### src/rtl/uart_pkg.sv
// ---------------------------------------------------------------------------
// uart_pkg
//   Shared definitions for the uart_rx_baud receiver:
//     - uart_state_e : receive FSM states (IDLE, START, DATA, STOP)
//     - calc_div     : clocks per oversample tick, rounded to nearest
// ---------------------------------------------------------------------------
package uart_pkg;

    typedef enum logic [1:0] {
        IDLE  = 2'd0,
        START = 2'd1,
        DATA  = 2'd2,
        STOP  = 2'd3
    } uart_state_e;

    // Clocks per tick at 4x oversampling; adding half a tick period rounds to nearest
    function automatic int unsigned calc_div(input int unsigned clk_hz,
                                             input int unsigned baud);
        return (clk_hz + baud * 32'd2) / (baud * 32'd4);
    endfunction

endpackage

### src/rtl/uart_baud_tick.sv
// ---------------------------------------------------------------------------
// uart_baud_tick
//   Free-running divider producing a one-clock tick every DIV clocks.
//   The counter runs 0..DIV-1; tick is high while the count equals DIV-1.
//   Ports:
//     clk    in  system clock
//     resetn in  asynchronous active-low reset
//     tick   out one-clock pulse (registered)
// ---------------------------------------------------------------------------
module uart_baud_tick #(
    parameter int unsigned DIV = 109
) (
    input  logic clk,
    input  logic resetn,
    output logic tick
);

    localparam int unsigned CW = $clog2(DIV);
    localparam logic [CW-1:0] CNT_LAST = CW'(DIV - 1);
    // tick is registered, so it is raised one count early to line up with DIV-1
    localparam logic [CW-1:0] CNT_PRE  = CW'(DIV - 2);

    logic [CW-1:0] cnt_q, cnt_d;
    logic          tick_q, tick_d;

    // Next count and early tick decode
    always_comb begin
        cnt_d  = cnt_q;
        tick_d = 1'b0;
        if (cnt_q == CNT_LAST) begin
            cnt_d = '0;
        end else begin
            cnt_d = cnt_q + 1'b1;
        end
        if (cnt_q == CNT_PRE) begin
            tick_d = 1'b1;
        end else begin
            tick_d = 1'b0;
        end
    end

    // Divider state registers
    always_ff @(posedge clk or negedge resetn) begin
        if (!resetn) begin
            cnt_q  <= '0;
            tick_q <= 1'b0;
        end else begin
            cnt_q  <= cnt_d;
            tick_q <= tick_d;
        end
    end

    assign tick = tick_q;

endmodule

### src/rtl/uart_rx_baud.sv
// ---------------------------------------------------------------------------
// uart_rx_baud
//   8N1 UART receiver (idle high, LSB first) with built-in 4x oversample
//   tick generator. Each received byte is presented on rx_byte with a
//   one-clock rdy pulse; 0xFF is delivered like any other byte.
//   Optional feature macro: UART_RX_FRAMING_ERR_EN
//     defined   : frame_err port; bad stop bit pulses frame_err, no rdy,
//                 and the receiver waits for idle-high before re-arming.
//     undefined : bad stop bit still delivers the byte with rdy.
//   Ports:
//     clk       in  system clock
//     resetn    in  asynchronous active-low reset
//     rx        in  serial input (asynchronous, idles high)
//     tick      out one-clock pulse at BAUD*4
//     rx_byte   out last received byte, stable until the next rdy
//     rdy       out one-clock pulse, rx_byte valid
//     frame_err out one-clock pulse on bad stop bit (macro only)
// ---------------------------------------------------------------------------
module uart_rx_baud
    import uart_pkg::*;
#(
    parameter int unsigned CLK_HZ     = 50_000_000,
    parameter int unsigned BAUD       = 115200,
    parameter int unsigned OVERSAMPLE = 4
) (
    input  logic       clk,
    input  logic       resetn,
    input  logic       rx,
    output logic       tick,
    output logic [7:0] rx_byte,
    output logic       rdy
`ifdef UART_RX_FRAMING_ERR_EN
    ,
    output logic       frame_err
`endif
);

    localparam int unsigned DIV = calc_div(CLK_HZ, BAUD);
    // Sub-count at which the middle of a bit is reached
    localparam logic [1:0] SCNT_MID  = 2'(OVERSAMPLE / 2 - 1);
    localparam logic [1:0] SCNT_LAST = 2'(OVERSAMPLE - 1);

    logic        tick_s;
    logic        sync1_q, sync2_q;
    logic        rx_s;
    logic        armed_s;
    uart_state_e state_q, state_d;
    logic [1:0]  scnt_q, scnt_d;
    logic [2:0]  bit_idx_q, bit_idx_d;
    logic [7:0]  shift_q, shift_d;
    logic [7:0]  rx_byte_q, rx_byte_d;
    logic        rdy_q, rdy_d;
`ifdef UART_RX_FRAMING_ERR_EN
    logic        frame_err_q, frame_err_d;
    logic        armed_q, armed_d;
    assign armed_s = armed_q;
`else
    assign armed_s = 1'b1;
`endif

    uart_baud_tick #(.DIV(DIV)) u_tick (
        .clk    (clk),
        .resetn (resetn),
        .tick   (tick_s)
    );

    // Two-flop synchroniser for the asynchronous serial input
    always_ff @(posedge clk or negedge resetn) begin
        if (!resetn) begin
            sync1_q <= 1'b1;
            sync2_q <= 1'b1;
        end else begin
            sync1_q <= rx;
            sync2_q <= sync1_q;
        end
    end

    assign rx_s = sync2_q;

    // Receive FSM next-state logic; advances only on tick cycles
    always_comb begin
        state_d   = state_q;
        scnt_d    = scnt_q;
        bit_idx_d = bit_idx_q;
        shift_d   = shift_q;
        rx_byte_d = rx_byte_q;
        rdy_d     = 1'b0;
`ifdef UART_RX_FRAMING_ERR_EN
        frame_err_d = 1'b0;
        armed_d     = armed_q;
`endif
        if (tick_s) begin
            case (state_q)
                IDLE: begin
`ifdef UART_RX_FRAMING_ERR_EN
                    // After a framing error the line must return high first
                    if (!armed_q) begin
                        armed_d = rx_s;
                    end else begin
                        armed_d = 1'b1;
                    end
`endif
                    if (!rx_s && armed_s) begin
                        state_d = START;
                        scnt_d  = 2'd0;
                    end else begin
                        state_d = IDLE;
                    end
                end
                START: begin
                    if (scnt_q == SCNT_MID) begin
                        // Mid start bit: a high line means the edge was a glitch
                        if (rx_s) begin
                            state_d = IDLE;
                        end else begin
                            state_d   = DATA;
                            bit_idx_d = 3'd0;
                        end
                        scnt_d = 2'd0;
                    end else begin
                        scnt_d = scnt_q + 2'd1;
                    end
                end
                DATA: begin
                    if (scnt_q == SCNT_LAST) begin
                        shift_d = {rx_s, shift_q[7:1]};
                        scnt_d  = 2'd0;
                        if (bit_idx_q == 3'd7) begin
                            state_d = STOP;
                        end else begin
                            bit_idx_d = bit_idx_q + 3'd1;
                        end
                    end else begin
                        scnt_d = scnt_q + 2'd1;
                    end
                end
                STOP: begin
                    if (scnt_q == SCNT_LAST) begin
                        // Return to IDLE at mid-stop so a following start edge is not missed
                        state_d = IDLE;
                        scnt_d  = 2'd0;
                        if (rx_s) begin
                            rx_byte_d = shift_q;
                            rdy_d     = 1'b1;
                        end else begin
`ifdef UART_RX_FRAMING_ERR_EN
                            frame_err_d = 1'b1;
                            armed_d     = 1'b0;
`else
                            rx_byte_d = shift_q;
                            rdy_d     = 1'b1;
`endif
                        end
                    end else begin
                        scnt_d = scnt_q + 2'd1;
                    end
                end
                default: begin
                    state_d = IDLE;
                    scnt_d  = 2'd0;
                end
            endcase
        end else begin
            state_d = state_q;
        end
    end

    // Receive FSM and output registers
    always_ff @(posedge clk or negedge resetn) begin
        if (!resetn) begin
            state_q   <= IDLE;
            scnt_q    <= 2'd0;
            bit_idx_q <= 3'd0;
            shift_q   <= 8'h00;
            rx_byte_q <= 8'h00;
            rdy_q     <= 1'b0;
`ifdef UART_RX_FRAMING_ERR_EN
            frame_err_q <= 1'b0;
            armed_q     <= 1'b1;
`endif
        end else begin
            state_q   <= state_d;
            scnt_q    <= scnt_d;
            bit_idx_q <= bit_idx_d;
            shift_q   <= shift_d;
            rx_byte_q <= rx_byte_d;
            rdy_q     <= rdy_d;
`ifdef UART_RX_FRAMING_ERR_EN
            frame_err_q <= frame_err_d;
            armed_q     <= armed_d;
`endif
        end
    end

    assign tick    = tick_s;
    assign rx_byte = rx_byte_q;
    assign rdy     = rdy_q;
`ifdef UART_RX_FRAMING_ERR_EN
    assign frame_err = frame_err_q;
`endif

endmodule

### config.mk
export PLATFORM = sky130hd
export DESIGN_NAME = uart_rx_baud
export DESIGN_NICKNAME = d
export VERILOG_FILES = /design/src/rtl/uart_pkg.sv /design/src/rtl/uart_baud_tick.sv /design/src/rtl/uart_rx_baud.sv
export SDC_FILE = /design/constraint.sdc
export NUM_CORES = 1
export LEC_CHECK = 0
export ABC_CLOCK_PERIOD_IN_PS = 4000
export CORE_MARGIN = 1
export CORE_UTILIZATION = 64
export CTS_BUF_LIST = sky130_fd_sc_hd__clkbuf_8
export DETAILED_ROUTE_END_ITERATION = 10
export GPL_ROUTABILITY_DRIVEN = 0
export PLACE_DENSITY_LB_ADDON = 0.15
export SETUP_SLACK_MARGIN = 0.15
export SLEW_MARGIN = 10
export SYNTH_ARGS = -nofsm -noshare
export SYNTH_HDL_FRONTEND = slang
export SYNTH_SLANG_ARGS = --single-unit
### constraint.sdc
create_clock -name clk -period 4 [get_ports clk]
set_input_delay 0.8 -clock clk [delete_from_list [all_inputs] [get_ports clk]]
set_output_delay 0.8 -clock clk [all_outputs]
set_load 0.05 [all_outputs]
# Word level (Yosys, flattened, before mapping)
# Index checks and enable logic that the tools add are counted.
[op_classes]
mux = 21
add_sub_neg = 3
n_eq_ne = 15
n_reduce_logical = 8
[ops]
columns = ["op", "count"]
rows = [
  ["2-bit 2-to-1 mux", 8],
  ["7-bit == test, second input constant", 2],
  ["2-bit inequality test, second input constant", 7],
  ["3-bit 2-to-1 mux", 4],
  ["2-bit one-hot mux with 4 select lines", 1],
  ["7-bit by 1-bit adder with 7-bit output, second input constant", 1],
  ["7-bit 2-to-1 mux", 1],
  ["2-bit == test, second input constant", 3],
  ["2-bit one-hot mux with 3 select lines", 1],
  ["3-bit one-hot mux with 2 select lines", 1],
  ["3-bit AND reduction", 2],
  ["6-bit AND reduction", 1],
  ["1-bit 2-to-1 mux", 5],
  ["5-bit AND reduction", 1],
  ["2-bit by 1-bit == test with 1-bit output, second input constant", 2],
  ["3-bit by 1-bit adder with 3-bit output, second input constant", 1],
  ["3-bit == test, second input constant", 1],
  ["2-bit by 1-bit adder with 2-bit output, second input constant", 1],
  ["2-bit zero test", 1],
  ["2-bit AND reduction", 1],
  ["2-bit nonzero test", 1],
  ["2-bit OR reduction", 1],
]
[totals]
ff_bits = 34
word_cells = 57
out_inout_bits = 10

# Depth between registers and ports, before layout
# Gate-level depths: netlist (run 1).
[logic_depth]
ltp_word = 4
depth_mapped = 5
mapped_depth_nobuf = 5

# Modules after synthesis
# Synthesis (run 1) repeated with hierarchy kept, for this count alone.
[unflattened]
hier_cells = 125
hier_area_um2 = 1592.8
[modules_own_cells]
columns = ["module", "area_each_um2", "cells_each", "n_inst"]
rows = [
  ["uart_rx_baud", 1194.9, 87, 1],
  ["uart_baud_tick", 397.9, 38, 1],
]

# Worst setup path after synthesis (run 1)
# No wires, ideal clock.
[synth_path]
kind = "register -> register"
from = "reg scnt_q[0]"
to = "reg bit_idx_q[0]"
t_required_ns = 3.875
setup_time_ns = 0.125
arrival_time_ns = 1.475
setup_slack_ns = 2.400
stages_incl_launch_ff = 6
period_less_slack_ns = 1.600
n_path_buf = 1
cell_sequence = "dfrtp_1 -> ha_1 -> buf_4 -> and4bb_4 -> o211ai_4 -> mux2_4"
[synth_between]
elab_chain_len = 3
[synth_lines]
columns = ["element", "line", "text"]
rows = [
  ["start: declaration", "uart_rx_baud.sv:48", "logic [1:0] scnt_q, scnt_d;"],
  ["start signal: assignment", "uart_rx_baud.sv:183", "scnt_q <= scnt_d;"],
  ["2-bit == test / 2-bit by 1-bit == test with 1-bit output (equally long branches)", "uart_rx_baud.sv:125, uart_rx_baud.sv:111", ""],
  ["2-bit inequality test (no line)", "-", ""],
  ["6-bit AND reduction (no line) (*)", "-", ""],
  ["end signal: assignment", "uart_rx_baud.sv:184", "bit_idx_q <= bit_idx_d;"],
  ["end: declaration", "uart_rx_baud.sv:49", "logic [2:0] bit_idx_q, bit_idx_d;"],
]
# Mark *: on every way between the ends. The rest lies on a longest branch, timed or not.
# A chain may end at the register's enable or synchronous reset.

# Worst setup path in the final report (run 1)
[layout_path]
from = "reg u_tick.tick_q (netlist: u_tick.tick)"
to = "out tick"
[layout_rtl]
columns = ["element", "line", "text"]
rows = [
  ["start: declaration", "uart_baud_tick.sv:24", "logic tick_q, tick_d;"],
  ["start signal: assignment", "uart_baud_tick.sv:49", "tick_q <= tick_d;"],
  ["end: declaration", "uart_rx_baud.sv:29", "output logic tick,"],
]
# No word-level cell between the ends.

==> results of run 1 <==
[metal layers]
metal,GRT usage [%],wire length (microns)
met1,30.6,1220
met5,0,0
met4,12.3,72
met2,38.2,1390
met3,12.5,114
[Yosys cell counts (3+ instances only)]
| cell type | n | area [sq um] |
|---|---|---|
| o21ai_0 | 5 | 25.0 |
| inv_1 | 9 | 33.8 |
| dfrtp_1 | 32 | 801 |
| nand3_1 | 4 | 20.0 |
| ha_1 | 7 | 87.6 |
| nor2_1 | 5 | 18.8 |
| mux2_2 | 10 | 113 |
| nor2b_1 | 3 | 18.8 |
| mux2_4 | 9 | 135 |
| nand2_1 | 4 | 15.0 |
[final timing paths]
path / startpoint / endpoint / slack, ns / depth (start not counted)
max: u_tick.tick / tick / 1.37 / 1
min: sync1_q / rx_s / 0.36 / 0
max reg2reg: bit_idx_q[0] / bit_idx_q[0] / 2.29 / 5
min reg2reg: sync1_q / rx_s / 0.36 / 0
max in group asynchronous: resetn / sync1_q / 2.76 / 2
min in group asynchronous: resetn / bit_idx_q[0] / 0.90 / 2
[flip-flops by register name, indices dropped and copies added, names as in the netlist, named ones only]
| register | cells |
|---|---|
| sync1_q | 1 |
| shift_q | 8 |
| rdy | 1 |
| state_q | 1 |
| u_tick.cnt_q | 7 |
| rx_s | 1 |
| bit_idx_q | 3 |
| scnt_q | 2 |
| rx_byte | 8 |
| u_tick.tick | 1 |
[placed cells by master (no fill, tap or decap), drive strengths merged, types with 2 or more instances in the layout]
| master | instances |
|---|---|
| dfrtp | 32 |
| nor2 | 5 |
| nor2b | 3 |
| mux2i | 2 |
| o21ai | 5 |
| a22o | 2 |
| nor3b | 2 |
| clkdlybuf4s50 | 12 |
| mux2 | 19 |
| nand3 | 5 |
| nand4 | 2 |
| inv | 10 |
| clkbuf | 6 |
| nand2 | 4 |
| xor2 | 2 |
| ha | 7 |
| dfstp | 2 |
[where the power goes]
part | internal (mW) | switching, mW | leakage, nW
clock network | 0.136 | 0.124 | 0.0524
logic | 0.00243 | 0.00674 | 0.411
registers | 0.346 | 0.00103 | 0.454
total | 0.484 | 0.131 | 0.917
[area by class of cell]
class | instances | share of cell area [%]
flip-flops and latches | 34 | 46.1
multi-input cells | 74 | 38.3
repair buffers | 13 | 6.90
clock buffers | 6 | 4.47
well taps | 28 | 1.89
inverters | 9 | 1.83
clock inverters | 2 | 0.474
[stage by stage]
| step | std cells | cell area, sq um | total power, mW | setup WS, ns | utilization [%] |
|---|---|---|---|---|---|
| 2_1_floorplan | 121 | 1640 | 0.353 | 2.40 | - |
| 3_3_place_gp | 158 | 1760 | 0.362 | 1.70 | 75.8 |
| 3_5_place_dp | 158 | 1760 | 0.363 | 1.68 | 75.8 |
| 4_1_cts | 166 | 1850 | 0.623 | 1.35 | 79.8 |
| 5_1_grt | 166 | 1850 | 0.642 | 1.29 | 79.8 |
| 6_report | 166 | 1850 | 0.616 | 1.37 | 79.8 |
[cells by family (layout without fill, tap and decap cells)]
kind of cell               count (synthesis)  after routing  share of synthesized area (%)
muxes                                     21             21                           16.3
xor gates and xnor gates                   3              3                           1.60
buffers and inverters                     13             30                           4.73
adders and majority gates                  7              7                           5.34
AOI/OAI and AO/OA                         13             13                           6.18
and+or+nand+nor                           30             30                           13.7
DFF                                       34             34                           52.1
==> out/results.ini, run 1 <==
[cts]
clock_latency_ns = 0.29
cts_tree = built
htree_levels = 2
cts_resized = 0
post_cts_buffers = 0
clkTransAtPathRegs_ns = 0.07
cts-root-buf = clkbuf_8
numCtsBuffers = 5
ctsHoldBuffers = 0
cts_buffer_depth = 2
cts.sinks = 34

[sta]
hold_viol = 0
fin_setup_tns_ns = 0
holdWs_ns = 0.357
slew_headroom_pct = 65.4
finalCritPeriodShare_pct = 65.8
finClkSkew_ns = 0.00233
max_freq_mhz = 380
drv_slew = 0
tightest_slew_ns = 0.517
rsz0062_at_grt = no
period_needed_ns = 2.63
finalSetupViolCount = 0

[synth]
synth_edf_count = 0
synthCells = 121
ys_types = 38
yosysSeqAreaShare_pct = 52.1
syn_area_sq_um = 1640
avgSynthCellArea_sq_um = 13.5
ys_seq_elements = 34
synth-main-ff-cell = dfrtp_1
async_reset_ff_share_pct = 100
syn-num-nets = 131
ys_warn_count = 0

[power]
vdd_drop_max_mv = 0.357
cellPowerDensity_nw_per_um2 = 333
p_leak_nw = 0.917

[placed_design]
post-dp-hpwl_microns = 1800
io_buffers = 12

[final_layout]
drive_above_1_share_pct = 26.8
regArea_sq_um = 853
syn2layout_area_growth_pct = 12.8
fillCellCount = 133
diodes = 0
fin_nets = 147
multi_input_area_sq_um = 708

[global_route]
overflow = 0
grt_pass1_wl_microns = 4640
antenna_found_initial = 0
first_global_vias = 983
grtUsageTotal_pct = 25.5
grt_max_degree = 35

[min_path]
min_path_type = reg2reg

[route]
routed_wl_microns = 2800
wire_per_inst_microns = 16.8
drcViolationCount = 0
drt-pass1-iter-count = 4
vias = 975
drtIter0Drc = 17
drtAntennaViolNets = 0
via_per_inst = 5.87

[setup_path]
required_ns = 3.20
cp_slowest_cell = clkdlybuf4s50_1
cp_slowest_stage_delay_ns = 0.90
cp-end-kind = primary output
cp.arrival_ns = 1.83
critPathKind = reg2out
critPathLaunchType = register
path_delay_family = buffers and inverters
crit_buf_inv = 1
crit_chain = clkdlybuf4s50_1
cp_max_fo = 11

[job]
drv_cap = 0

[floorplanning]
rows = 17
fp.dieW_microns = 52.6
die_h_microns = 52.6
core-area_sq_um = 2320
start_util_pct = 70.7
ioPinCount = 13
die-area_sq_um = 2770

[status]
status = finished clean

(Power assumes the default switching activity.)
==> run 2: changes to the inputs <==
--- a/config.mk
+++ b/config.mk
@@ -5,9 +5,9 @@
 export SDC_FILE = /design/constraint.sdc
 export NUM_CORES = 1
 export LEC_CHECK = 0
-export ABC_CLOCK_PERIOD_IN_PS = 4000
+export ABC_CLOCK_PERIOD_IN_PS = 2110
 export CORE_MARGIN = 1
-export CORE_UTILIZATION = 64
+export CORE_UTILIZATION = 54
 export CTS_BUF_LIST = sky130_fd_sc_hd__clkbuf_8
 export DETAILED_ROUTE_END_ITERATION = 10
 export GPL_ROUTABILITY_DRIVEN = 0
==> constraint.sdc (replaced) <==
create_clock -name clk -period 2.11 [get_ports clk]
set_input_delay 0.422 -clock clk [delete_from_list [all_inputs] [get_ports clk]]
set_output_delay 0.422 -clock clk [all_outputs]
set_load 0.05 [all_outputs]
==> out/results.ini, run 2 (synthesis results as in run 1) <==
[setup_path]
reg2reg_to = bit_idx_q[0]
crit_path_start = rx_byte[6]
path_delay_family = buffers and inverters
critPathKind = reg2out
cp_slowest_stage_delay_ns = 0.80  ; -0.10 ns
crit_chain = clkdlybuf4s50_1
cp-end-kind = primary output
cp_max_fo = 2  ; -9
required_ns = 1.69  ; -1.51 ns
r2r_slack_ns = 0.41  ; -1.88 ns
cp_slowest_cell = clkdlybuf4s50_1
cp.arrival_ns = 1.45  ; -0.38 ns
rr_worst_depth = 4  ; -1
reg2reg_from = scnt_q[0]
cp.depth = 1  ; unchanged
crit_buf_inv = 1  ; unchanged
critPathLaunchType = register
cp-endpoint = rx_byte[6]

[cts]
cts_resized = 0  ; unchanged
htree_levels = 2  ; unchanged
cts_buffer_depth = 2  ; unchanged
ctsHoldBuffers = 0  ; unchanged
post_cts_buffers = 0  ; unchanged
clkTransAtPathRegs_ns = 0.07  ; about the same
cts-root-buf = clkbuf_8
cts_tree = built
cts.sinks = 34  ; unchanged
clock_latency_ns = 0.29  ; about the same
numCtsBuffers = 5  ; unchanged

[floorplanning]
die-area_sq_um = 3260  ; +18%
core-area_sq_um = 2810  ; +21%
ioPinCount = 13  ; unchanged
rows = 19  ; +2
start_util_pct = 58.4  ; -12 points
fp.dieW_microns = 57.1  ; +8.5%
die_h_microns = 57.1  ; +8.5%

[sta]
rsz0062_at_grt = no
holdWs_ns = 0.357  ; -0.000325 ns
max_freq_mhz = 535
finalSetupViolCount = 0  ; unchanged
tightest_slew_ns = 0.503  ; -0.0133 ns
finClkSkew_ns = 0.00957  ; +0.00724 ns
hold_viol = 0  ; unchanged
period_needed_ns = 1.87
fin_setup_tns_ns = 0  ; unchanged
layout_setup_ws_ns = 0.242  ; -1.13 ns
drv_slew = 0  ; unchanged
finalCritPeriodShare_pct = 88.5
slew_headroom_pct = 66.3  ; +0.89 points

[route]
drt-pass1-iter-count = 7  ; +3
vias = 987  ; +1.2%
drcViolationCount = 2  ; +2
via_per_inst = 5.84  ; -0.57%
routed_wl_microns = 2550  ; -9.0%
wire_per_inst_microns = 15.1  ; -11%
drtIter0Drc = 33  ; +16
drtAntennaViolNets = 0  ; unchanged

[global_route]
antenna_found_initial = 0  ; unchanged
first_global_vias = 1017  ; +3.5%
grtUsageTotal_pct = 18.8  ; -6.8 points
grt_pass1_wl_microns = 4620  ; -0.28%
grt_max_degree = 35  ; unchanged
overflow = 0  ; unchanged

[final_layout]
final_cell_mix = 32 x dfrtp_1, 11 x clkdlybuf4s50_1, 10 x mux2_2
syn2layout_area_growth_pct = 15.7
fin_nets = 147  ; unchanged
drive_above_1_share_pct = 28.3  ; +1.4 points
final_common_cell = dfrtp_1
diodes = 0  ; unchanged
fillCellCount = 217  ; +63%

[placed_design]
post-dp-hpwl_microns = 1720  ; -4.2%
io_buffers = 12  ; unchanged
dp_slack_ns = 0.416  ; -1.26 ns

[status]
violations = design-rule violations
status = complete, but fails checks

[job]
drv_cap = 0  ; unchanged

[power]
vdd_drop_max_mv = 0.436  ; +22%
p_leak_nw = 0.935  ; +2.0%
cellPowerDensity_nw_per_um2 = 735  ; +120%
p_total_mw = 1.39  ; +130%

[min_path]
min_path_type = reg2reg

[run 2: cell type report]
type | count | area [sq um] | share of cell area [%]
sequential | 34 | 853 | 45.0
multi-input combinational | 74 | 708 | 37.3
timing repair buffer | 13 | 125 | 6.60
clock buffer | 5 | 68.8 | 3.63
clock inverter | 3 | 68.8 | 3.63
tap | 31 | 38.8 | 2.04
inverter | 9 | 33.8 | 1.78
[run 2: worst min path at each step]
stage | startpoint | end | slack [ns] | cells after the start
floorplan | resetn | asynchronous set/reset pin | 0.13 | 0
global placement | sync1_q | rx_s | 0.35 | 0
detailed placement | sync1_q | rx_s | 0.35 | 0
CTS | sync1_q | rx_s | 0.36 | 0
global route | sync1_q | rx_s | 0.37 | 0
finish | sync1_q | rx_s | 0.36 | 0
[run 2: report_power, final]
group          total [mW]  switching [mW]  internal (mW)
Clock               0.720           0.246          0.473
Combinational      0.0172          0.0126        0.00462
Sequential          0.657         0.00183          0.655
Total                1.39           0.261           1.13
[run 2: metrics by stage]
step           instances  cell area, sq um  util (%)
3_5_place_dp         161              1760      62.7
6_report             169              1900      67.6
5_1_grt              169              1900      67.6
2_1_floorplan        121              1640         -
4_1_cts              169              1900      67.6
3_3_place_gp         161              1760      62.7
[run 2: metal layers]
layer | share of wire [%] | up-vias | track usage, %
met5 | 0 | - | 0
met3 | 4.6 | 8 | 4.76
li1 | - | 456 | -
met2 | 50 | 23 | 32.4
met1 | 43 | 500 | 22.1
met4 | 2.2 | 0 | 8.36
==> run 3: changes to the inputs <==
--- a/config.mk
+++ b/config.mk
@@ -5,12 +5,12 @@
 export SDC_FILE = /design/constraint.sdc
 export NUM_CORES = 1
 export LEC_CHECK = 0
-export ABC_CLOCK_PERIOD_IN_PS = 2110
+export ABC_CLOCK_PERIOD_IN_PS = 2200
 export CORE_MARGIN = 1
-export CORE_UTILIZATION = 54
+export CORE_UTILIZATION = 64
 export CTS_BUF_LIST = sky130_fd_sc_hd__clkbuf_8
+export CTS_CLUSTER_DIAMETER = 40
 export DETAILED_ROUTE_END_ITERATION = 10
-export GPL_ROUTABILITY_DRIVEN = 0
 export PLACE_DENSITY_LB_ADDON = 0.15
 export SETUP_SLACK_MARGIN = 0.15
 export SLEW_MARGIN = 10
==> constraint.sdc (replaced) <==
create_clock -name clk -period 2.2 [get_ports clk]
set_input_delay 0.44 -clock clk [delete_from_list [all_inputs] [get_ports clk]]
set_output_delay 0.44 -clock clk [all_outputs]
set_load 0.05 [all_outputs]
==> out/results.ini, run 3 (synthesis results as in run 1) <==
[status]
status = finished clean

[setup_path]
required_ns = 1.76  ; +0.07 ns
cp.arrival_ns = 1.45  ; about the same
crit_chain = clkdlybuf4s50_1
critPathLaunchType = register
cp.depth = 1  ; unchanged
cp_slowest_stage_delay_ns = 0.81  ; about the same
cp_slowest_cell = clkdlybuf4s50_1
path_delay_family = buffers and inverters
cp-end-kind = primary output
critPathKind = reg2out
crit_buf_inv = 1  ; unchanged
cp_max_fo = 2  ; unchanged
rr_worst_depth = 5  ; +1

[global_route]
overflow = 0  ; unchanged
antenna_found_initial = 0  ; unchanged
first_global_vias = 942  ; -7.4%
global_route.usage.met3_pct = 9.28  ; +4.5 points
grt_pass1_wl_microns = 4420  ; -4.5%
grtUsageMet2_pct = 34.6  ; +2.2 points
grt_most_used_layer = met2
grt_use_met1_pct = 29.7  ; +7.6 points
grt_max_degree = 35  ; unchanged
grtUsageTotal_pct = 23.3  ; +4.6 points

[final_layout]
diodes = 0  ; unchanged
fin_area_sq_um = 1850  ; -2.6%
final_cell_mix = 32 x dfrtp_1, 11 x clkdlybuf4s50_1, 10 x inv_1, 10 x mux2_2, 9 x mux2_4
fin_nets = 147  ; unchanged
fin_cells = 166  ; -1.8%
final_common_cell = dfrtp_1
syn2layout_area_growth_pct = 12.7
final_util_pct = 79.7  ; +12 points
drive_above_1_share_pct = 27.5  ; -0.72 points

[cts]
ctsHoldBuffers = 0  ; unchanged
htree_levels = 2  ; unchanged
post_cts_buffers = 0  ; unchanged
cts-root-buf = clkbuf_8
numCtsBuffers = 5  ; unchanged
cts_buffer_depth = 2  ; unchanged
cts_resized = 0  ; unchanged
cts.sinks = 34  ; unchanged
cts_tree = built
clkTransAtPathRegs_ns = 0.06  ; about the same
clock_latency_ns = 0.29  ; about the same

[power]
vdd_drop_max_mv = 0.497  ; +14%
p_total_mw = 1.11  ; -20%
cellPowerDensity_nw_per_um2 = 601  ; -18%
p_leak_nw = 0.919  ; -1.7%

[floorplanning]
fp.dieW_microns = 52.6  ; -7.9%
start_util_pct = 70.7  ; +12 points
die_h_microns = 52.6  ; -7.9%
ioPinCount = 13  ; unchanged
rows = 17  ; -2
core-area_sq_um = 2320  ; -17%
die-area_sq_um = 2770  ; -15%

[job]
drv_cap = 0  ; unchanged

[route]
vias = 929  ; -5.9%
drcViolationCount = 0  ; -2
drtAntennaViolNets = 0  ; unchanged
routed_wl_microns = 2670  ; +4.8%
wire_per_inst_microns = 16.1  ; +6.7%
via_per_inst = 5.60  ; -4.2%
drt-pass1-iter-count = 4  ; -3
drtIter0Drc = 11  ; -67%

[sta]
slew_headroom_pct = 66.3  ; -0.080 points
max_freq_mhz = 529
drv_slew = 0  ; unchanged
rsz0062_at_grt = no
layout_setup_ws_ns = 0.308  ; +0.0665 ns
holdWs_ns = 0.357  ; +0.000521 ns
fin_setup_tns_ns = 0  ; unchanged
finClkSkew_ns = 0.00885  ; -0.000723 ns
finalSetupViolCount = 0  ; unchanged
period_needed_ns = 1.89
tightest_slew_ns = 0.505  ; +0.00119 ns
hold_viol = 0  ; unchanged
finalCritPeriodShare_pct = 86.0

[placed_design]
io_buffers = 12  ; unchanged
post-dp-hpwl_microns = 1810  ; +5.0%
place_area_sq_um = 1760  ; -0.21%
dp_slack_ns = 0.497  ; +0.0816 ns
placed_cells = 158  ; -1.9%
place_congestion = 0.735

[min_path]
holdPathStages = 0  ; unchanged
min_path_type = reg2reg

==> run 3: changes by cell type in the layout (fill, tap and decap cells not counted) <==
cell / delta
clkinv_4: -1
bufinv_16: -2
inv_1: +1
clkbuf_8: +1
clkinv_2: +1
==> run 3: final timing paths <==
kind                               from      endpoint  slack, ns
setup reg to reg           bit_idx_q[0]  bit_idx_q[0]       0.48
max in group asynchronous        resetn          rx_s       1.31
hold / removal                  sync1_q          rx_s       0.36
min in group asynchronous        resetn    shift_q[6]       0.56
hold reg to reg                 sync1_q          rx_s       0.36
setup / recovery             rx_byte[7]    rx_byte[7]       0.31
==> run 3: report_power, final <==
| part | internal (mW) | switching (mW) |
|---|---|---|
| Sequential | 0.629 | 0.00204 |
| Combinational | 0.00444 | 0.0123 |
| Clock | 0.247 | 0.215 |
| Total | 0.880 | 0.230 |
==> run 3: per-layer routing <==
layer | share of wire, % | up-vias
li1 | - | 456
met1 | 47 | 454
met5 | 0 | -
met4 | 1.3 | 0
met3 | 3.1 | 5
met2 | 48 | 14
==> run 3: final cells by class <==
cell class                 count  area, sq um
sequential                    34          853
multi-input combinational     74          708
fill                         146          472
timing repair buffer          13          125
clock buffer                   6         82.6
tap                           28         35.0
inverter                       9         33.8
clock inverter                 2         8.76
